===== config.mk =====
export PLATFORM = sky130hd
export DESIGN_NAME = serial_addsub_ctrl
export DESIGN_NICKNAME = d
export VERILOG_FILES = /design/src/rtl/serial_addsub_ctrl.sv
export SDC_FILE = /design/constraint.sdc
export NUM_CORES = 1
export LEC_CHECK = 0
export BUFFER_PORTS_ARGS = -buffer_cell sky130_fd_sc_hd__buf_2
export CORE_UTILIZATION = 49
export DETAILED_ROUTE_END_ITERATION = 8
export PLACE_DENSITY = 0.75
export SLEW_MARGIN = 15
export SYNTH_ARGS = -nofsm -noshare
export SYNTH_HDL_FRONTEND = slang
export SYNTH_SLANG_ARGS = --single-unit
export TNS_END_PERCENT = 30

===== constraint.sdc =====
create_clock -name clk -period 1.6 [get_ports clk]
set_input_delay 0.16 -clock clk [delete_from_list [all_inputs] [get_ports clk]]
set_output_delay 0.16 -clock clk [all_outputs]
set_load 0.03 [all_outputs]

===== src/rtl/serial_addsub_ctrl.sv =====
// Bit-serial add/subtract controller driving one 1-bit full-adder cell.
// Operands are consumed LSB first, one bit per clock; flags are set on completion.
module serial_addsub_fa (
  input  logic i_a,
  input  logic i_b,
  input  logic i_c,
  output logic o_s,
  output logic o_c
);
  assign o_s = i_a ^ i_b ^ i_c;
  assign o_c = (i_a & i_b) | (i_c & (i_a ^ i_b));
endmodule

module serial_addsub_ctrl #(
  parameter int WIDTH = 8
) (
  input  logic             clk,
  input  logic             rst,
  input  logic             start,
  input  logic             op,
  input  logic [WIDTH-1:0] a,
  input  logic [WIDTH-1:0] b,
  output logic             busy,
  output logic             done,
  output logic [WIDTH-1:0] result,
  output logic             cout,
  output logic             ovf
);
  localparam int CW = $clog2(WIDTH);
  localparam logic [1:0] S_IDLE = 2'd0;
  localparam logic [1:0] S_RUN  = 2'd1;
  localparam logic [1:0] S_DONE = 2'd2;
  localparam logic [CW-1:0] LAST = CW'(WIDTH - 1);

  logic [1:0]       r_state;
  logic [WIDTH-1:0] r_sa;
  logic [WIDTH-1:0] r_sb;
  logic [WIDTH-1:0] r_sr;
  logic             r_c;
  logic [CW-1:0]    r_cnt;
  logic [WIDTH-1:0] r_res;
  logic             r_cout;
  logic             r_ovf;
  logic             w_s;
  logic             w_co;

  serial_addsub_fa u_fa (
    .i_a (r_sa[0]),
    .i_b (r_sb[0]),
    .i_c (r_c),
    .o_s (w_s),
    .o_c (w_co)
  );

  always_ff @(posedge clk or posedge rst) begin
    if (rst) begin
      r_state <= S_IDLE;
      r_sa    <= '0;
      r_sb    <= '0;
      r_sr    <= '0;
      r_c     <= 1'b0;
      r_cnt   <= '0;
      r_res   <= '0;
      r_cout  <= 1'b0;
      r_ovf   <= 1'b0;
    end else begin
      case (r_state)
        S_IDLE, S_DONE: begin
          if (start) begin
            r_sa    <= a;
            r_sb    <= op ? ~b : b;
            r_c     <= op;
            r_cnt   <= '0;
            r_state <= S_RUN;
          end else begin
            r_state <= S_IDLE;
          end
        end
        S_RUN: begin
          r_sa  <= r_sa >> 1;
          r_sb  <= r_sb >> 1;
          r_sr  <= {w_s, r_sr[WIDTH-1:1]};
          r_c   <= w_co;
          r_cnt <= r_cnt + CW'(1);
          // r_c here is the carry into the MSB
          if (r_cnt == LAST) begin
            r_state <= S_DONE;
            r_cnt   <= '0;
            r_res   <= {w_s, r_sr[WIDTH-1:1]};
            r_cout  <= w_co;
            r_ovf   <= r_c ^ w_co;
          end
        end
        default: r_state <= S_IDLE;
      endcase
    end
  end

  assign busy   = (r_state == S_RUN);
  assign done   = (r_state == S_DONE);
  assign result = r_res;
  assign cout   = r_cout;
  assign ovf    = r_ovf;
endmodule


Yosys cells after proc, flatten, opt, wreduce, memory -nomap -nowiden
Cells that the tools add are included.
{"block": "totals", "in_bits": 20, "out_inout_bits": 12, "ff_bits": 40}
{"block": "op_classes", "addsub": 1, "bitwise_logic": 7, "mux": 13, "eq_ne": 5, "n_reduce_logical": 5}
{"operator": "$pmux W8 S2", "n": 2}
{"operator": "$mux W8", "n": 3}
{"operator": "$not A8 Y8", "n": 1}
{"operator": "$mux W3", "n": 2}
{"operator": "$pmux W3 S2", "n": 1}
{"operator": "$pmux W2 S2", "n": 1}
{"operator": "$reduce_and A2 Y1", "n": 2}
{"operator": "$add A3 B1 Y3 const B", "n": 1}
{"operator": "$eq A3 B3 Y1 const B", "n": 1}
{"operator": "$xor A1 B1 Y1", "n": 3}
{"operator": "$and A1 B1 Y1", "n": 2}
{"operator": "$eq A2 B1 Y1 const B", "n": 1}
{"operator": "$eq A2 B2 Y1 const B", "n": 1}
{"operator": "$logic_not A2 Y1", "n": 1}
{"operator": "$mux W1", "n": 2}
{"operator": "$mux W2", "n": 1}
{"operator": "$ne A2 B1 Y1 const B", "n": 1}
{"operator": "$ne A2 B2 Y1 const B", "n": 1}
{"operator": "$pmux W1 S2", "n": 1}
{"operator": "$reduce_bool A2 Y1", "n": 1}
{"operator": "$reduce_or A2 Y1", "n": 1}
{"operator": "$or A1 B1 Y1", "n": 1}

Logic depth before layout (Yosys ltp)
Gate-level depths: netlist of run 1.
{"block": "logic_depth", "depth_word": 4, "depth_mapped": 6, "mapped_depth_nobuf": 5}

By module
A second synthesis of run 1 with hierarchy kept.
{"block": "hier_totals", "cells_unflattened": 148, "hier_area_um2": 1709.1}
{"module": "serial_addsub_ctrl", "seq_area_each_um2": 975.9, "n_inst": 1, "area_per_inst_um2": 1689.1, "cells_each": 147}
{"module": "serial_addsub_fa", "seq_area_each_um2": 0.0, "n_inst": 1, "area_per_inst_um2": 20.0, "cells_each": 1}

Worst setup path after synthesis of run 1
OpenSTA, ideal clock, no wires.
{"block": "synth_path", "path_kind": "flip-flop to flip-flop", "startpoint": "register r_cnt[0]", "endpoint": "register r_cout, in the netlist cout", "setup_slack_ps": 32, "arrival_time_ps": 1443, "path_buffers": 1, "path_stages_with_launch": 6, "required_time_ps": 1475, "path_cell_list": "dfrtp_1 > ha_1 > ha_1 > nand3b_1 > buf_2 > mux2_2"}
{"block": "synth_via", "elab_chain_cells": 2}
{"item": "from (decl)", "line": "40", "rtl": "logic [CW-1:0] r_cnt;"}
{"item": "from (signal assigned)", "line": "84", "rtl": "r_cnt <= r_cnt + CW'(1);"}
{"item": "$eq A3 B3 Y1", "line": "86", "rtl": "if (r_cnt == LAST) begin"}
{"item": "$reduce_and A2 Y1 (no line)"}
{"item": "to (signal assigned)", "line": "90", "rtl": "r_cout <= w_co;"}
{"item": "to (decl)", "line": "42", "rtl": "logic r_cout;"}
No other way between the ends.
A chain may end at the register's enable or synchronous reset.

Final worst setup path of run 1
{"block": "layout_path", "startpoint": "register r_cnt[0]", "endpoint": "register r_res[5], in the netlist result[5]"}
{"block": "layout_via", "elab_chain_cells": 2}
{"item": "$eq A3 B3 Y1", "line": "86"}
{"item": "$reduce_and A2 Y1 (no line)"}
{"item": "to (signal assigned)", "line": "89", "rtl": "r_res <= {w_s, r_sr[WIDTH-1:1]};"}
{"item": "to (decl)", "line": "41", "rtl": "logic [WIDTH-1:0] r_res;"}
No other way between the ends.

==> results.toml, run 1 <==
[outcome]
outcome = "finished clean"

[grt]
antenna_found_initial = 0
grt.overflow.total = 0
grt_usage = 0.1820
grt_pass1_wl_microns = 4823
grt_pass1_vias = 1100
grt_start_max_net_pins = 40

[sta]
tns_ns = 0
fin_ws_ns = 0.08198
rsz0062_at_grt = "false"
slew_violations = 0
maxSlewHeadroom = 0.6802
fin_crit_sh = 0.9488
fin_skew_ns = 0.006276
period_needed_ns = 1.518
hold_violations = 0
fmax_mhz = 658.8
setup_violations = 0
worst_pin_slew_ns = 0.4797

[floorplan]
core_area_sq_um = 3337
rows = 21
die_height_microns = 61.06
dieArea_sq_um = 3728
initial_core_util = 0.5122
die_x_microns = 61.06
io_pins = 32

[critical_path]
cp.arrival_ns = 1.75
path_cells = "ha_2 -> ha_2 -> nand3b_1 -> buf_12 -> mux2_2"
cp_common_cell = "ha_2"
cp_top_family = "flip-flops"
cp_max_fo = 12
slowest_delay_ns = 0.42
crit_buf_inv = 1
cp_slowest_cell = "dfrtp_1"
required_ns = 1.84
start_kind = "flip-flop"
cp-end-kind = "flip-flop"
timing_worst_setup_path_type = "reg2reg"

[logic_synthesis]
ys_top_cells_by_area = "dfrtp_1 (57%), nand2_1 (6.6%), mux2_2 (5.9%)"
synth_ff_type = "dfrtp_1"
syn_inst = 148
async_flop_share = 1.000
synth-edff-count = 0
ys_ff_latch = 39
synthesis.nets = 171
syn_avg_cell_area_sq_um = 11.55
yosys.area.top_type = "dfrtp_1"
ys_types = 27
synth_area_sq_um = 1709
ys_seq_area_frac = 0.5710
synth_top_cell_area_share = 0.5710
ys_warn_count = 0

[run]
cap_violations = 0

[clock_tree]
root_buffer = "clkbuf_4"
clock_latency_ns = 0.35
htreeDepth = 2
clock_sinks = 39
cts_buffers = 5
cts_buffer_depth = 2
cts_tree = "done"
clk_pin_slew_ns = 0.11

[place]
dpl-instance-area_sq_um = 1894
preCtsSetupSlack_ns = 0.05725
gp_congestion = 0.7320
dp_hpwl_microns = 2083
port-buffer-count = 31

[drt]
drc = 0
viasPerCell = 5.248
drt_iter0_drc = 36
antenna_left = 0
first_pass_iters = 4
totalWireLength_microns = 3071
wl_per_cell_microns = 13.35
via_count = 1207

[cells_and_area]
post-route-util = 0.6029
num-fill-cells = 291
areaGrowthSynthToFinish_pct = 17.72
final_nets = 206
n_antenna_cell = 0
drive_above_1_share = 0.3261
stdcell_area_sq_um = 2012

[pwr]
leakage_nw = 1.005
ir_worst_vdd_mv = 0.7626
pwr_density_cell_nw_per_um2 = 2004

[worst_hold_path]
hold_class = "in2reg"
[repair_timing]
| action | CTS | global route |
|---|---|---|
| setup endpoints to repair | 0 | 10 |
| hold buffers | 1 | 0 |
| setup buffers | 0 | 1 |
| endpoints found under the hold margin | 39 | 0 |
| gates resized for setup | 0 | 7 |
[registers in the layout, summed over array words and instances (netlist names)]
signal   flops
r_sr         7
r_sa         8
cout         1
result       8
r_cnt        3
r_sb         8
ovf          1
r_c          1
r_state      2
[synth_stat cells (2+ instances only)]
library cell / instances
o21ai_0: 2
a221o_1: 7
xnor2_1: 8
nand2_1: 30
dfrtp_1: 39
nand3_1: 8
inv_1: 3
buf_6: 3
nor2_1: 7
buf_2: 5
a22oi_1: 8
nand2b_1: 2
a22o_1: 3
ha_1: 2
mux2_2: 9
[through the flow]
step | std cells | power (mW) | hold WS [ns]
final | 230 | 4.031 | 0.01967
after global routing | 230 | 4.345 | 0.01329
after CTS | 228 | 3.924 | 0.004088
after detailed placement | 219 | 3.429 | 0.3038
after global placement | 219 | 3.332 | 0.2887
after floorplan | 148 | 3.055 | 0.2881
[worst min-delay path, delay by kind of cell]
kind	cells	cell delay, ns
AOI/OAI and AO/OA	1	0.05
and+or+nand+nor	1	0.05
buffers and inverters	1	0.08
[where the power goes]
part | internal, mW | switching (mW) | total, mW
logic | 0.818 | 1.00 | 1.82
registers | 1.44 | 0.280 | 1.72
clock network | 0.168 | 0.327 | 0.495
[path summary, 6_finish.rpt]
check | from | endpoint | slack (ns) | depth (start not counted)
worst max-delay path | r_cnt[0] | result[5] | 0.08 | 5
worst min-delay path | a[3] | r_sa[3] | 0.02 | 3
worst max register to register | r_cnt[0] | result[5] | 0.08 | 5
worst min register to register | r_sr[1] | r_sr[1] | 0.50 | 2
max in group asynchronous | rst | r_state[0] | 0.81 | 4
min in group asynchronous | rst | r_state[1] | 0.46 | 4
[cells in the final DEF, fill, tap and decap left out, types with 2 or more instances in the layout]
cell and n:
dfrtp_1 39, nand2_1 30, buf_2 30, mux2_2 9, xnor2_1 8, a22oi_1 8, nand3_1 8, nor2_1 7
a221o_1 7, clkbuf_4 5, buf_4 5, a22o_1 3, inv_1 3, o21ai_0 2, ha_2 2, clkinvlp_4 2
[metal layers]
metal / wire [microns] / GRT usage / part of all wire
met1: 1353 / 0.2146 / 0.44
met2: 1521 / 0.3075 / 0.50
met3: 147 / 0.05672 / 0.048
met4: 48 / 0.07792 / 0.016
met5: 0 / 0 / 0
[cell families (layout without fill, tap and decap cells)]
logic type / after synthesis / after routing / synth area share
mux: 9 / 9 / 0.05930
fa+ha+maj: 3 / 3 / 0.02635
compound gates: 22 / 22 / 0.1076
buf+inv: 14 / 50 / 0.05417
xor+xnor: 9 / 9 / 0.04612
flops: 39 / 39 / 0.5710
simple gates: 52 / 52 / 0.1354
[final cells by class]
class | instances | area [sq um] | share of cell area
Sequential cell | 39 | 975.9 | 0.4851
Multi-Input combinational cell | 95 | 653.1 | 0.3246
Timing Repair Buffer | 37 | 217.7 | 0.1082
Tap cell | 46 | 57.56 | 0.02861
Inverter | 4 | 41.29 | 0.02052
Clock buffer | 5 | 37.54 | 0.01866
Clock inverter | 3 | 20.02 | 0.009950
Timing Repair inverter | 1 | 8.758 | 0.004353
(Power assumes the default switching activity.)
==> run 2: changes to the inputs <==
Settings changed: CORE_UTILIZATION 49 to 41, PLACE_DENSITY 0.75 to not set.
==> results.toml, run 2 (synthesis results as in run 1) <==
[drt]
antenna_left = 0
wl_per_cell_microns = 13.62
drc = 0
via_count = 1179
first_pass_iters = 4
drt_iter0_drc = 87
totalWireLength_microns = 3160
viasPerCell = 5.082

[sta]
worst_pin_slew_ns = 0.4868
setup_violations = 0
fin_crit_sh = 0.9401
period_needed_ns = 1.504
hold_violations = 0
rsz0062_at_grt = "false"
fin_ws_ns = 0.09592
fin_skew_ns = 0.005314
tns_ns = 0
maxSlewHeadroom = 0.6755
slew_violations = 0
fmax_mhz = 664.9
holdWs_ns = 0.08455

[critical_path]
rr_endpoint = "result[2]"
cp_max_fo = 12
r2r_slack_ns = 0.1
timing_worst_setup_path_type = "reg2reg"
critical_path.startpoint = "r_cnt[0]"
setup.worst_path.end = "result[2]"
cp-end-kind = "flip-flop"
cp.arrival_ns = 1.68
start_kind = "flip-flop"
required_ns = 1.78
r2r-start = "r_cnt[0]"
reg2reg_depth = 5

[place]
gp_congestion = 0.6751
dp_hpwl_microns = 2126
port-buffer-count = 31
preCtsSetupSlack_ns = 0.08878
dp_cells = 224
dpl-instance-area_sq_um = 1907

[cells_and_area]
areaGrowthSynthToFinish_pct = 17.28
finalNonFillerCells = 232
final_nets = 205
layout_common_cells = "dfrtp_1 (39), buf_2 (31), nand2_1 (30), mux2_2 (9)"
layout_commonest_cell = "dfrtp_1"
drive_above_1_share = 0.3022
stdcell_area_sq_um = 2004
n_antenna_cell = 0

[floorplan]
rows = 23
die_x_microns = 66.57
initial_core_util = 0.4273
io_pins = 32
dieArea_sq_um = 4431
die_height_microns = 66.57
core_area_sq_um = 4000

[grt]
grt_start_max_net_pins = 40
antenna_found_initial = 0
grt.overflow.total = 0
grt_pass1_vias = 1212
grt_usage = 0.1660
grt_pass1_wl_microns = 5375

[clock_tree]
clock_sinks = 39
cts_buffers = 5
htreeDepth = 2
ctsResizeCount = 0
clk_pin_slew_ns = 0.07
root_buffer = "clkbuf_8"
cts_buffer_depth = 2
clock_latency_ns = 0.29
cts_tree = "done"

[worst_hold_path]
hold_class = "in2reg"
hp-start = "a[2]"

[pwr]
leakage_nw = 1.015
pwr_density_cell_nw_per_um2 = 2023
ir_worst_vdd_mv = 0.7113

[run]
cap_violations = 0

[outcome]
outcome = "finished clean"
==> run 2: cell count changes in the layout (fill, tap and decap cells not counted), moves of 2 or more <==
| cell | previous run | this run |
|---|---|---|
| clkinvlp_4 | 2 | 0 |
| clkbuf_4 | 5 | 0 |
| clkbuf_8 | 0 | 6 |
| ha_1 | 0 | 2 |
| ha_2 | 2 | 0 |
==> run 2: layer usage <==
metal | global-route usage | share of wire
met1 | 0.1963 | 0.44
met2 | 0.2790 | 0.49
met3 | 0.04110 | 0.044
met4 | 0.07979 | 0.022
met5 | 0 | 0
==> run 2: how the worst min path moves through the flow <==
stage | to | slack, ns | cells after the start
global route | r_sa[2] | 0.09 | 3
detailed placement | result[5] | 0.31 | 3
floorplan | r_sa[0] | 0.29 | 2
CTS | r_sa[2] | 0.08 | 3
finish | r_sa[2] | 0.08 | 3
global placement | r_sr[5] | 0.29 | 3
==> run 2: power by group <==
part | internal, mW | switching (mW)
logic | 0.697 | 0.988
registers | 1.44 | 0.269
clock network | 0.338 | 0.323
total | 2.48 | 1.58
==> run 2: repair_timing <==
| action | CTS | global route |
|---|---|---|
| endpoints found under the hold margin | 18 | 0 |
| hold buffers | 1 | 0 |
| setup buffers | 0 | 0 |
==> run 2: worst max-delay path: stages (launching register included) <==
cell and delay [ns]:
dfrtp_1 0.40, ha_1 0.20, ha_1 0.19, nand3b_1 0.13, buf_12 0.15, mux2_2 0.33
==> run 2: area by class of cell <==
| cell class | count | area (sq um) |
|---|---|---|
| Clock buffer | 6 | 82.58 |
| Clock inverter | 1 | 5.005 |
| Fill cell | 391 | 1996 |
| Inverter | 4 | 22.52 |
| Multi-Input combinational cell | 95 | 640.6 |
| Sequential cell | 39 | 975.9 |
| Tap cell | 50 | 62.56 |
| Timing Repair Buffer | 37 | 215.2 |
==> run 2: per-stage QoR <==
stage | power [mW] | util
global route | 4.370 | 0.5011
detailed placement | 3.454 | 0.4767
CTS | 4.130 | 0.5011
global placement | 3.373 | 0.4767
finish | 4.056 | 0.5011
floorplan | 3.055 | -
